==> config.mk <==
export PLATFORM = sky130hd
export DESIGN_NAME = colour_cmd_arbiter
export DESIGN_NICKNAME = d
export VERILOG_FILES = /design/src/rtl/colour_pkg.sv /design/src/rtl/colour_preset_rom.sv /design/src/rtl/colour_cmd_arbiter.sv
export SDC_FILE = /design/constraint.sdc
export NUM_CORES = 1
export LEC_CHECK = 0
export CAP_MARGIN = 5
export CELL_PAD_IN_SITES_DETAIL_PLACEMENT = 0
export CELL_PAD_IN_SITES_GLOBAL_PLACEMENT = 1
export CORE_MARGIN = 3
export CORE_UTILIZATION = 43
export DETAILED_ROUTE_END_ITERATION = 7
export GPL_TIMING_DRIVEN = 0
export HOLD_SLACK_MARGIN = 0.1
export PLACE_DENSITY_LB_ADDON = 0.1
export SLEW_MARGIN = 10
export SYNTH_ARGS = -nofsm -noshare
export SYNTH_HDL_FRONTEND = slang
export SYNTH_SLANG_ARGS = --single-unit
==> constraint.sdc <==
create_clock -name clk -period 4.1 [get_ports clk]
set_input_delay 0.615 -clock clk [delete_from_list [all_inputs] [get_ports clk]]
set_output_delay 0.615 -clock clk [all_outputs]
set_load 0.005 [all_outputs]
==> src/rtl/colour_pkg.sv <==
// Shared constants, enums and grammar helpers for the colour command path.
package colour_pkg;

  localparam logic [7:0] ASCII_R  = 8'h72;
  localparam logic [7:0] ASCII_G  = 8'h67;
  localparam logic [7:0] ASCII_B  = 8'h62;
  localparam logic [7:0] ASCII_A  = 8'h41;
  localparam logic [7:0] ASCII_P  = 8'h50;
  localparam logic [7:0] ASCII_W  = 8'h57;
  localparam logic [7:0] ASCII_BG = 8'h42;

  localparam int PRESET_LEN = 18;

  typedef enum logic [1:0] {
    ST_CHAN,
    ST_INT,
    ST_COMP
  } stage_e;

  typedef enum logic [1:0] {
    ARB_IDLE,
    ARB_LOCK,
    ARB_PLAY
  } arb_state_e;

  function automatic logic is_channel(input logic [7:0] c);
    return (c == ASCII_R) || (c == ASCII_G) || (c == ASCII_B);
  endfunction

  function automatic logic is_intensity(input logic [7:0] c);
    return (c >= ASCII_A) && (c <= ASCII_P);
  endfunction

  function automatic logic is_component(input logic [7:0] c);
    return (c == ASCII_W) || (c == ASCII_BG);
  endfunction

  function automatic logic [7:0] intensity_char(input logic [3:0] n);
    return ASCII_A + {4'h0, n};
  endfunction

  function automatic logic [11:0] preset_wave(input logic [1:0] sel);
    unique case (sel)
      2'd0:    return 12'hFFF;
      2'd1:    return 12'h0F0;
      2'd2:    return 12'hF00;
      default: return 12'h888;
    endcase
  endfunction

  function automatic logic [11:0] preset_bg(input logic [1:0] sel);
    unique case (sel)
      2'd0:    return 12'h000;
      2'd1:    return 12'h00F;
      2'd2:    return 12'h000;
      default: return 12'h111;
    endcase
  endfunction

endpackage

==> src/rtl/colour_preset_rom.sv <==
// Maps (preset, byte index) to the command byte replayed for that preset.
module colour_preset_rom
  import colour_pkg::*;
(
  input  logic [1:0] sel_i,
  input  logic [4:0] idx_i,
  output logic [7:0] byte_o
);

  logic [2:0]  grp;
  logic [1:0]  pos;
  logic [1:0]  ch;
  logic        is_bg;
  logic [11:0] colour;
  logic [3:0]  nib;

  // Six 3-byte commands: R/G/B waveform, then R/G/B background
  always_comb begin
    grp = '0;
    pos = '0;
    for (int g = 0; g < 6; g++) begin
      if (int'(idx_i) >= 3 * g && int'(idx_i) < 3 * g + 3) begin
        grp = 3'(g);
        pos = 2'(int'(idx_i) - 3 * g);
      end
    end
  end

  assign is_bg  = (grp >= 3'd3);
  assign ch     = is_bg ? 2'(grp - 3'd3) : grp[1:0];
  assign colour = is_bg ? preset_bg(sel_i) : preset_wave(sel_i);

  always_comb begin
    unique case (ch)
      2'd0:    nib = colour[11:8];
      2'd1:    nib = colour[7:4];
      default: nib = colour[3:0];
    endcase
  end

  always_comb begin
    unique case (pos)
      2'd0: begin
        unique case (ch)
          2'd0:    byte_o = ASCII_R;
          2'd1:    byte_o = ASCII_G;
          default: byte_o = ASCII_B;
        endcase
      end
      2'd1:    byte_o = intensity_char(nib);
      default: byte_o = is_bg ? ASCII_BG : ASCII_W;
    endcase
  end

endmodule

==> src/rtl/colour_cmd_arbiter.sv <==
// Arbitrates colour_manager byte input between UART and the preset player,
// keeping each three-byte command atomic.
module colour_cmd_arbiter
  import colour_pkg::*;
#(
  parameter int BYTE_GAP = 4
) (
  input  logic       clk,
  input  logic       reset,
  input  logic [7:0] uart_data,
  input  logic       uart_data_valid,
  input  logic [1:0] preset_sel,
  input  logic       preset_go,
  output logic [7:0] cm_data,
  output logic       cm_data_valid,
  output logic       busy,
  output logic       preset_done,
  output logic       uart_drop
);

  localparam int GW = (BYTE_GAP < 1) ? 1 : $clog2(BYTE_GAP + 1);
  localparam logic [GW-1:0] GAP = GW'(BYTE_GAP);

  arb_state_e    state_q, state_d;
  stage_e        stage_q, stage_d;
  logic          pending_q, pending_d;
  logic [1:0]    sel_q, sel_d;
  logic [4:0]    idx_q, idx_d;
  logic [GW-1:0] gap_q, gap_d;
  logic [7:0]    cm_data_q, cm_data_d;
  logic          cm_valid_q, cm_valid_d;
  logic          busy_q, busy_d;
  logic          done_q, done_d;
  logic          drop_q, drop_d;

  logic [1:0] rom_sel;
  logic [4:0] rom_idx;
  logic [7:0] rom_byte;

  // Byte 0 is read straight from preset_sel on the accept cycle
  assign rom_sel = (state_q == ARB_PLAY) ? sel_q : preset_sel;
  assign rom_idx = (state_q == ARB_PLAY) ? idx_q : 5'd0;

  colour_preset_rom u_rom (
    .sel_i  (rom_sel),
    .idx_i  (rom_idx),
    .byte_o (rom_byte)
  );

  always_comb begin
    state_d    = state_q;
    stage_d    = stage_q;
    pending_d  = pending_q;
    sel_d      = sel_q;
    idx_d      = idx_q;
    gap_d      = gap_q;
    cm_data_d  = cm_data_q;
    cm_valid_d = 1'b0;
    done_d     = 1'b0;
    drop_d     = 1'b0;
    unique case (state_q)
      ARB_IDLE: begin
        if (uart_data_valid) begin
          cm_valid_d = 1'b1;
          cm_data_d  = uart_data;
        end
        if (uart_data_valid && is_channel(uart_data)) begin
          state_d = ARB_LOCK;
          stage_d = ST_INT;
          if (preset_go) pending_d = 1'b1;
        end else if (preset_go || pending_q) begin
          state_d   = ARB_PLAY;
          sel_d     = preset_sel;
          pending_d = 1'b0;
          // A same-cycle UART byte owns the output; byte 0 goes next cycle
          if (uart_data_valid) begin
            idx_d = 5'd0;
            gap_d = '0;
          end else begin
            cm_valid_d = 1'b1;
            cm_data_d  = rom_byte;
            idx_d      = 5'd1;
            gap_d      = GAP;
          end
        end
      end
      ARB_LOCK: begin
        if (preset_go) pending_d = 1'b1;
        if (uart_data_valid) begin
          cm_valid_d = 1'b1;
          cm_data_d  = uart_data;
          unique case (stage_q)
            ST_CHAN: if (is_channel(uart_data)) stage_d = ST_INT;
            ST_INT:  if (is_intensity(uart_data)) stage_d = ST_COMP;
            default: begin
              if (is_component(uart_data)) begin
                stage_d = ST_CHAN;
                state_d = ARB_IDLE;
              end
            end
          endcase
        end
      end
      ARB_PLAY: begin
        drop_d = uart_data_valid;
        if (gap_q != '0) begin
          gap_d = gap_q - GW'(1);
        end else if (idx_q == 5'(PRESET_LEN)) begin
          done_d  = 1'b1;
          state_d = ARB_IDLE;
          idx_d   = 5'd0;
        end else begin
          cm_valid_d = 1'b1;
          cm_data_d  = rom_byte;
          idx_d      = idx_q + 5'd1;
          gap_d      = (idx_q == 5'(PRESET_LEN - 1)) ? '0 : GAP;
        end
      end
      default: state_d = ARB_IDLE;
    endcase
    busy_d = (state_d != ARB_IDLE) || (state_q == ARB_LOCK);
  end

  always_ff @(posedge clk) begin
    if (reset) begin
      state_q    <= ARB_IDLE;
      stage_q    <= ST_CHAN;
      pending_q  <= 1'b0;
      sel_q      <= 2'd0;
      idx_q      <= 5'd0;
      gap_q      <= '0;
      cm_data_q  <= 8'h00;
      cm_valid_q <= 1'b0;
      busy_q     <= 1'b0;
      done_q     <= 1'b0;
      drop_q     <= 1'b0;
    end else begin
      state_q    <= state_d;
      stage_q    <= stage_d;
      pending_q  <= pending_d;
      sel_q      <= sel_d;
      idx_q      <= idx_d;
      gap_q      <= gap_d;
      cm_data_q  <= cm_data_d;
      cm_valid_q <= cm_valid_d;
      busy_q     <= busy_d;
      done_q     <= done_d;
      drop_q     <= drop_d;
    end
  end

  assign cm_data       = cm_data_q;
  assign cm_data_valid = cm_valid_q;
  assign busy          = busy_q;
  assign preset_done   = done_q;
  assign uart_drop     = drop_q;

endmodule

# --- After elaboration in Yosys (flattened, before gate mapping) ---
# Cells that the tools add are included.
totals:
  reg_bits: 27
  word_cells: 161
op_classes:
  addsub: 9
  n_lt_le_gt_ge: 14
  eq_ne: 25
  mux: 68
  bitwise: 2
  reduce_logical: 32
op_table:
  columns: ["cell", "count"]
  rows:
  - ["$mux W8", 6]
  - ["$mux W2", 22]
  - ["$eq A8 B7 Y1 const B", 5]
  - ["$pmux W12 S3", 1]
  - ["$mux W5", 6]
  - ["$mux W3", 8]
  - ["$pmux W8 S3", 1]
  - ["$pmux W5 S2", 2]
  - ["$pmux W9 S2", 1]
  - ["$pmux W8 S2", 1]
  - ["$ge A5 B4 Y1 const B", 3]
  - ["$lt A5 B4 Y1 const B", 3]
  - ["$mux W1", 12]
  - ["$mux W12", 1]
  - ["$ne A2 B2 Y1 const B", 6]
  - ["$ne A3 B3 Y1 const B", 4]
  - ["$eq A2 B1 Y1 const B", 5]
  - ["$eq A5 B5 Y1 const B", 2]
  - ["$logic_not A2 Y1", 5]
  - ["$add A7 B4 Y8 const A", 1]
  - ["$ge A8 B7 Y1 const B", 1]
  - ["$le A8 B7 Y1 const B", 1]
  - ["$pmux W2 S2", 2]
  - ["$pmux W4 S2", 1]
  - ["27 further kinds", 50]

# --- Longest topological paths before layout ---
# Gate-level depths: netlist of run 1.
depth:
  depth_word: 19
  mapped_depth: 21
  depth_no_buf: 19

# --- Modules after synthesis ---
# A second synthesis of run 1 with hierarchy kept.
hier_totals:
  cells_unflattened: 340
  hier_area_um2: 2670.1
modules_own_cells:
  columns: ["mod", "n_inst", "cells_per_inst", "area_per_inst_um2", "seq_area_each_um2"]
  rows:
  - ["colour_cmd_arbiter", 1, 234, 1896.8, 540.5]
  - ["colour_preset_rom", 1, 106, 773.2, 0.0]

# --- Least setup slack after synthesis of run 1 ---
# OpenSTA, ideal clock, no wires.
synth_path:
  path_type: "reg2reg"
  startpoint: "reg state_q[0]"
  endpoint: "reg cm_data_q[3] (netlist: cm_data[3])"
  setup_time_ns: 0.125
  t_arrival_ns: 3.580
  path_slack_ns: 0.394
  path_stages_with_launch: 20
  path_cell_list: "dfxtp_1 > inv_1 > ha_1 > buf_6 > clkbuf_1 > nand2_1 > inv_1 > ha_1 > a21o_1 > a32o_2 > nor3_2 > inv_1 > ha_1 > a221o_2 > nand2b_2 > o32ai_2 > a221o_1 > xnor2_1 > a41oi_1 > a31oi_1"
synth_between:
  elab_chain_cells: 19
synth_lines:
  columns: ["item", "line_no", "text"]
  rows:
  - ["start, declared", "colour_cmd_arbiter.sv:24", "arb_state_e state_q, state_d;"]
  - ["start signal, assigned", "colour_cmd_arbiter.sv:138", "state_q <= state_d;"]
  - ["$eq A2 B2 Y1", "colour_cmd_arbiter.sv:41, colour_cmd_arbiter.sv:42, colour_cmd_arbiter.sv:61", null]
  - ["$mux W5", "colour_cmd_arbiter.sv:42", "assign rom_idx = (state_q == ARB_PLAY) ? idx_q : 5'd0;"]
  - ["$ge A5 B2 Y1 or $lt A5 B3 Y1 (tied branches)", "colour_preset_rom.sv:22", "if (int'(idx_i) >= 3 * g && int'(idx_i) < 3 * g + 3) begin"]
  - ["$logic_and A1 B1 Y1", "colour_preset_rom.sv:22", null]
  - ["$mux W1", "colour_preset_rom.sv:22", null]
  - ["$mux W2 (2 in series)", "colour_preset_rom.sv:22", null]
  - ["$mux W3 (2 in series)", "colour_preset_rom.sv:22", null]
  - ["$ge A3 B2 Y1 or $sub A2 B2 Y2 (tied branches)", "colour_preset_rom.sv:29, colour_preset_rom.sv:30", null]
  - ["$mux W2", "colour_preset_rom.sv:30", "assign ch = is_bg ? 2'(grp - 3'd3) : grp[1:0];"]
  - ["$eq A2 B1 Y1 or $logic_not A2 Y1 (tied branches)", "colour_preset_rom.sv:34", "unique case (ch)"]
  - ["$pmux W4 S2", "colour_preset_rom.sv:34", null]
  - ["$add A7 B4 Y8", "colour_pkg.sv:39", "return ASCII_A + {4'h0, n};"]
  - ["$pmux W8 S2", "colour_preset_rom.sv:42", "unique case (pos)"]
  - ["$mux W8", "colour_cmd_arbiter.sv:76", "if (uart_data_valid) begin"]
  - ["$mux W8", "colour_cmd_arbiter.sv:71", "end else if (preset_go || pending_q) begin"]
  - ["$mux W8", "colour_cmd_arbiter.sv:67", "if (uart_data_valid && is_channel(uart_data)) begin"]
  - ["$pmux W8 S3", "colour_cmd_arbiter.sv:61", "unique case (state_q)"]
  - ["end signal, assigned", "colour_cmd_arbiter.sv:144", "cm_data_q <= cm_data_d;"]
  - ["end, declared", "colour_cmd_arbiter.sv:30", "logic [7:0] cm_data_q, cm_data_d;"]
# Several ways; a longest one is shown, not always the timed one. The select of a mux whose other input is x is not followed.
# A chain may end at the register's enable or synchronous reset.

# --- Worst setup path in the final report of run 1 ---
# Same ends and word-level chain as after synthesis.

==> results of run 1 <==
[report_power, final]
part           internal, mW  switching (mW)
Clock                0.0693          0.0938
Sequential            0.281          0.0161
Combinational         0.132           0.152
Total                 0.482           0.262
[flip-flops by register name (all words and copies together), names as in the netlist, 2 cells and up]
signal / count
cm_data: 8
state_q: 2
idx_q: 5
sel_q: 2
stage_q: 2
gap_q: 3
[critical path, stage by stage (launching register included)]
cell	delay (ns)
dfxtp_2	0.36
inv_1	0.07
ha_1	0.22
buf_6	0.15
buf_4	0.18
nand2_4	0.09
inv_1	0.06
ha_2	0.21
a21o_1	0.17
a32o_2	0.30
nor3_4	0.21
inv_1	0.08
ha_2	0.20
a221o_2	0.40
nand2b_4	0.12
o32ai_4	0.09
a221o_1	0.38
xnor2_2	0.20
a41oi_1	0.14
a31oi_1	0.16
[stage by stage]
stage | power, mW | instance area, µm² | worst slack (ns) | util | instances
2_1_floorplan | 0.4856 | 2614 | 0.3944 | - | 325
3_3_place_gp | 0.5749 | 2954 | -0.01461 | 0.5174 | 422
3_5_place_dp | 0.5751 | 2954 | -0.06206 | 0.5174 | 422
4_1_cts | 0.7367 | 3012 | 0.01154 | 0.5275 | 426
5_1_grt | 0.7911 | 3089 | 0.002933 | 0.5411 | 428
6_report | 0.7433 | 3089 | 0.2575 | 0.5411 | 428
[kinds of logic after synthesis]
family,share of synthesized area
fa+ha+maj,0.08617
mux,0.04308
buf+inv,0.09286
xor+xnor,0.006703
compound gates,0.3035
simple gates,0.2609
flops,0.2068
[layer usage]
layer	share of wire	track usage	up-vias
met3	0.045	0.02567	11
met4	0.014	0.04678	0
li1	-	-	1264
met1	0.51	0.2958	1185
met5	0	0	-
met2	0.43	0.3095	71
[repair_timing]
action	4_1_cts	5_1_grt
setup buffers	0	2
endpoints found under the setup margin	3	4
gates resized for setup	2	16
pin swaps	0	4
gates cloned	0	0
[worst max-delay path by stage]
| stage | start | endpoint | slack, ns | cells past startpoint |
|---|---|---|---|---|
| after floorplan | state_q[0] | cm_data[3] | 0.39 | 19 |
| after global placement | state_q[0] | cm_data[3] | -0.01 | 19 |
| after detailed placement | state_q[0] | cm_data[3] | -0.06 | 19 |
| after CTS | state_q[0] | cm_data[3] | 0.01 | 19 |
| after global routing | state_q[0] | cm_data[3] | 0.003 | 19 |
| final | state_q[0] | cm_data[3] | 0.26 | 19 |
[cell type report]
class | instances | area [µm²]
Clock buffer | 3 | 41.29
Sequential cell | 27 | 541.8
Multi-Input combinational cell | 259 | 1897
Clock inverter | 1 | 7.507
Timing Repair Buffer | 27 | 265.3
Buffer | 20 | 175.2
Tap cell | 72 | 90.09
Fill cell | 567 | 2620
Inverter | 19 | 71.32
[cells in the final DEF (no fill, tap or decap), drive strengths merged, types with 6 or more instances in the layout]
| master | count |
|---|---|
| ha | 18 |
| inv | 19 |
| nand2 | 30 |
| mux2i | 9 |
| buf | 11 |
| clkbuf | 14 |
| a211oi | 12 |
| o21ai | 20 |
| nor2 | 29 |
| nand3 | 11 |
| a21oi | 28 |
| a221o | 6 |
| dfxtp | 27 |
| clkdlybuf4s50 | 25 |
==> out/metrics.cfg, run 1 <==
[power]
ir_drop_v=0.0001281
cellLeakagePower_nw=1.244
powerDensity_nw_per_um2=240.6

[sta]
min_period_over_period=0.9372
slew_headroom=0.5662
final_max_slew_viol_count=0
hold_violations=0
rsz0062_at_grt=false
tightest_slew_ns=0.6507
setup-violations-final=0
post-route-min-period_ns=3.842
fmax_ghz=0.2602
timing.setup.tns_ns=0
hold_ws_ns=0.4767
clock_skew_ns=0.004603

[floorplan]
rows=27
die_w_um=83.97
die_h_um=83.97
io_pins=26
initial_core_util=0.4578
dieArea_um2=7050
core_um2=5709

[worst_setup_path]
timing.rr.start=state_q[0]
r2r_slack_ns=0.26
reg2regPathDepth=19
cp_max_fo=10
cp-end-kind=flip-flop
startpoint_type=flip-flop
crit_type=flip-flop to flip-flop
worst_r2r_endpoint=cm_data[3]
crit_arrival_ns=4.06
worst-endpoint-required_ns=4.31

[logic_synthesis]
synth_top_flop_cell=dfxtp_1
synth.top_cell.area_share=0.2068
netlist_area_um2=2614
yosys-top-cells-area=dfxtp_1 21%, ha_1 8.6%, a21oi_1 5.2%, nand2_1 4.3%, nor2_1 3.9%
syn_nets=357
synth_warnings=0
synth_edf_count=0
syn_area_per_cell_um2=8.042
yosysTopAreaCell=dfxtp_1
yosysUniqueCellTypes=77
yosysMostFrequentCell=nand2_1
synthCells=325
ys_seq_area_frac=0.2068
synthTopCellsByCount=30 x nand2_1, 27 x a21oi_1, 27 x dfxtp_1, 27 x nor2_1
synth-async-reset-ratio=0
synth_seq_cells=27

[worst_hold_path]
hold_path.class=flip-flop to flip-flop
holdPathStages=2
min_to=gap_q[1]
min_from=gap_q[1]

[route]
drt_wl_total_mm=6.957
wl_per_cell_um=16.25
drc_errors=0
viasPerCell=5.914
drtIter0Drc=181
route.vias.total=2531
drt_first_pass_iters=4
ant_nets=0

[clock_network]
cts.clk_slew.worst_paths_ns=0.10
insertion_delay_ns=0.28
cts-buffers-inserted=3
max-clock-path-buffers=2
htreeDepth=1
ctsHoldBuffers=0
cts_tree=built
cts.sink_count=27
root_buffer=clkbuf_8

[global_routing]
grt_use_total=0.2009
grt_max_degree=17
grt_pass1_vias=2365
grt_first_pass_wirelength_mm=11.83
gr-total-overflow=0
antenna_found_initial=0

[layout]
syn_to_final_growth_pct=18.19
layout.nets=389
drive_above_1_share=0.1685
antennaDiodeCount=0

[run_status]
status=completed

[flow_run]
cap_violations=0

[placed_design]
dp_hpwl_mm=5.326
gp_congestion=0.8647
port_buffers=25

(Power assumes the default switching activity.)
==> run 2: changes to the inputs <==
--- a/config.mk
+++ b/config.mk
@@ -5,11 +5,12 @@
 export SDC_FILE = /design/constraint.sdc
 export NUM_CORES = 1
 export LEC_CHECK = 0
+export ABC_AREA = 1
 export CAP_MARGIN = 5
 export CELL_PAD_IN_SITES_DETAIL_PLACEMENT = 0
 export CELL_PAD_IN_SITES_GLOBAL_PLACEMENT = 1
 export CORE_MARGIN = 3
-export CORE_UTILIZATION = 43
+export CORE_UTILIZATION = 40
 export DETAILED_ROUTE_END_ITERATION = 7
 export GPL_TIMING_DRIVEN = 0
 export HOLD_SLACK_MARGIN = 0.1
==> run 2 against run 1 <==
- combinational power fell by 6%
- area after synthesis fell by 3.7%
- total power fell by 0.43%
- sequential share of layout area rose by 1.1 points
- utilization fell by 5.6 points
- flip-flop and latch count did not move
- sequential power rose by 3%
- largest cell class unchanged
- worst hold slack improved by 0.0092 ns
- clock skew rose by 0.0047 ns
- wire length fell by 8.8%
- die area rose by 3.3%
- clock-buffer cell count did not move
==> out/metrics.cfg, run 2 <==
[floorplan]
die_h_um=85.33  ; +1.6%
initial_core_util=0.4202  ; -0.03760
dieArea_um2=7281  ; +3.3%
die_w_um=85.33  ; +1.6%
core_um2=5991  ; +4.9%
rows=28  ; +3.7%
io_pins=26  ; unchanged

[layout]
final_cell_mix=99 x nand2_1, 48 x inv_1, 36 x nor2_1
fin_cells=501  ; +17%
final_common_cell=nand2_1
antennaDiodeCount=0  ; unchanged
design_area_um2=2905  ; -6.0%
syn_to_final_growth_pct=15.41
fillers=669  ; +18%
largest_register_ffs=8  ; unchanged
fin_util=0.4850  ; -0.05613
drive_above_1_share=0.1197  ; -0.04882
layout.nets=459  ; +18%

[global_routing]
grt_first_pass_wirelength_mm=11.26  ; -4.8%
grt_pass1_vias=2388  ; +0.97%
antenna_found_initial=0  ; unchanged
grt_max_degree=18  ; +1
gr-total-overflow=0  ; unchanged
grt_use_total=0.1838  ; -0.01710

[clock_network]
cts.clk_slew.worst_paths_ns=0.11  ; about the same
max-clock-path-buffers=2  ; unchanged
cts-buffers-inserted=3  ; unchanged
ctsHoldBuffers=0  ; unchanged
root_buffer=clkbuf_8
cts.sink_count=27  ; unchanged
htreeDepth=1  ; unchanged
insertion_delay_ns=0.28  ; about the same
cts_tree=built

[logic_synthesis]
syn_area_per_cell_um2=6.325  ; -21%
synthTopCellsByCount=99 x nand2_1, 48 x inv_1, 37 x nor2_1
yosys-top-cells-area=dfxtp_1 21%, nand2_1 15%, ha_1 8.9%, inv_1 7.2%, a21oi_1 6.2%
yosysMostFrequentCell=nand2_1
synth_seq_cells=27  ; unchanged
synth_edf_count=0  ; unchanged
yosysTopAreaCell=dfxtp_1
syn_nets=430  ; +20%
ys_seq_area_frac=0.2147  ; +0.007914
synth.top_cell.area_share=0.2147  ; +0.007914
synth_top_flop_cell=dfxtp_1
netlist_area_um2=2517  ; -3.7%
yosysUniqueCellTypes=41  ; -47%
synth_warnings=0  ; unchanged
synthCells=398  ; +22%
synth-async-reset-ratio=0  ; unchanged

[sta]
final_max_slew_viol_count=0  ; unchanged
clock_skew_ns=0.009350  ; +0.004747 ns
rsz0062_at_grt=false
hold_violations=0  ; unchanged
min_period_over_period=0.8952  ; -0.04201
fmax_ghz=0.2725  ; +4.7%
setup-violations-final=0  ; unchanged
hold_ws_ns=0.4860  ; +0.009227 ns
timing.setup.tns_ns=0  ; unchanged
tightest_slew_ns=0.6753  ; +0.02464 ns
setup_slack_ns=0.4297  ; +0.1722 ns
post-route-min-period_ns=3.670  ; -0.1722 ns
slew_headroom=0.5450  ; -0.02119

[route]
drtIter0Drc=87  ; -52%
drc_errors=0  ; unchanged
drt_first_pass_iters=4  ; unchanged
drt_wl_total_mm=6.343  ; -8.8%
ant_nets=0  ; unchanged
wl_per_cell_um=12.66  ; -22%
route.vias.total=2499  ; -1.3%
viasPerCell=4.988  ; -16%

[placed_design]
pre_cts_ws_ns=0.3720  ; +0.4340 ns
post_dp_cell_area_um2=2851  ; -3.5%
dp_hpwl_mm=5.039  ; -5.4%
port_buffers=24  ; -4.0%
gp_congestion=0.8276  ; -4.3%
placed_cells=497  ; +18%

[worst_setup_path]
max_stage_delay_ns=0.37  ; -0.03 ns
reg2regPathDepth=28  ; +9
cp-startpoint=state_q[0]
timing.rr.start=state_q[0]
cp_max_fo=10  ; unchanged
critical_path_buf_inv_count=7  ; +2
crit_type=flip-flop to flip-flop
r2r_slack_ns=0.43  ; +0.17 ns
worst_r2r_endpoint=cm_data[3]
crit_family=simple AND/OR/NAND/NOR gates
crit_arrival_ns=3.89  ; -0.17 ns
worst-endpoint-required_ns=4.31  ; about the same
cp-end-kind=flip-flop
critPathSlowestCell=dfxtp_2
startpoint_type=flip-flop

[worst_hold_path]
holdPathStages=2  ; unchanged
min_to=gap_q[1]
min_from=gap_q[1]
hold_path.class=flip-flop to flip-flop

[power]
finalPower_uw=740.2  ; -0.43%
ir_drop_v=0.0001853  ; +45%
cellLeakagePower_nw=1.406  ; +13%
powerDensity_nw_per_um2=254.8  ; +5.9%

[flow_run]
cap_violations=0  ; unchanged

[run_status]
status=completed

run 2: changes by cell type in the layout (fill, tap and decap cells not counted), sizes merged, moves of 10 or more:
cell	delta
nand2	+85
inv	+36
nand3	+21
nor2	+13
o21ai	+10
run 2: area by class of cell:
| type | instances | area (µm²) | area share |
|---|---|---|---|
| flip-flops and latches | 27 | 541.8 | 0.1865 |
| repair buffers | 24 | 240.2 | 0.08269 |
| clock buffers | 3 | 41.29 | 0.01421 |
| multi-input cells | 306 | 1682 | 0.5788 |
| well taps | 75 | 93.84 | 0.03230 |
| clock inverters | 1 | 8.758 | 0.003015 |
| inverters | 56 | 212.7 | 0.07321 |
| plain buffers | 9 | 85.08 | 0.02929 |
run 2: how the worst max path moves through the flow:
stage                       to  cells after the start
floorplan           cm_data[4]                     31
global placement    cm_data[1]                     25
detailed placement  cm_data[1]                     25
CTS                 cm_data[1]                     25
global route        cm_data[3]                     26
finish              cm_data[3]                     28
run 2: what timing repair did:
item / CTS / global route
endpoints found under the setup margin: 0 / 2
endpoints found under the hold margin: 0 / 0
resized for setup: 0 / 2
buffers inserted: 0 / 0
run 2: where the power goes:
group	switching [mW]	total, mW	internal (mW)
combinational	0.158	0.267	0.109
clock	0.0944	0.166	0.0715
sequential	0.0203	0.307	0.287
total	0.273	0.740	0.467
run 2: cells by family (layout without fill, tap and decap cells):
logic type                 Yosys count  count (layout)  synth area share
and+or+nand+nor                    212             212            0.4031
AOI/OAI and AO/OA                   76              76            0.1745
buffers and inverters               65              93            0.1183
DFF                                 27              27            0.2147
adders and majority gates           18              18           0.08946
run 2: per-layer routing:
layer	vias up	global-route usage	share of wire
li1	1353	-	-
met1	1107	0.2752	0.53
met3	6	0.02233	0.025
met5	-	0	0
met2	33	0.2832	0.43
met4	0	0.03453	0.0093
run 2: worst reg2reg max path, delay by kind of cell, from the launching register on:
family,cells,cell delay [ns]
adder cells (fa/ha/maj),4,0.85
AND/OR/NAND/NOR,15,1.45
buffers and inverters,7,0.69
AO/OA/AOI/OAI,2,0.26
flip-flops,1,0.37
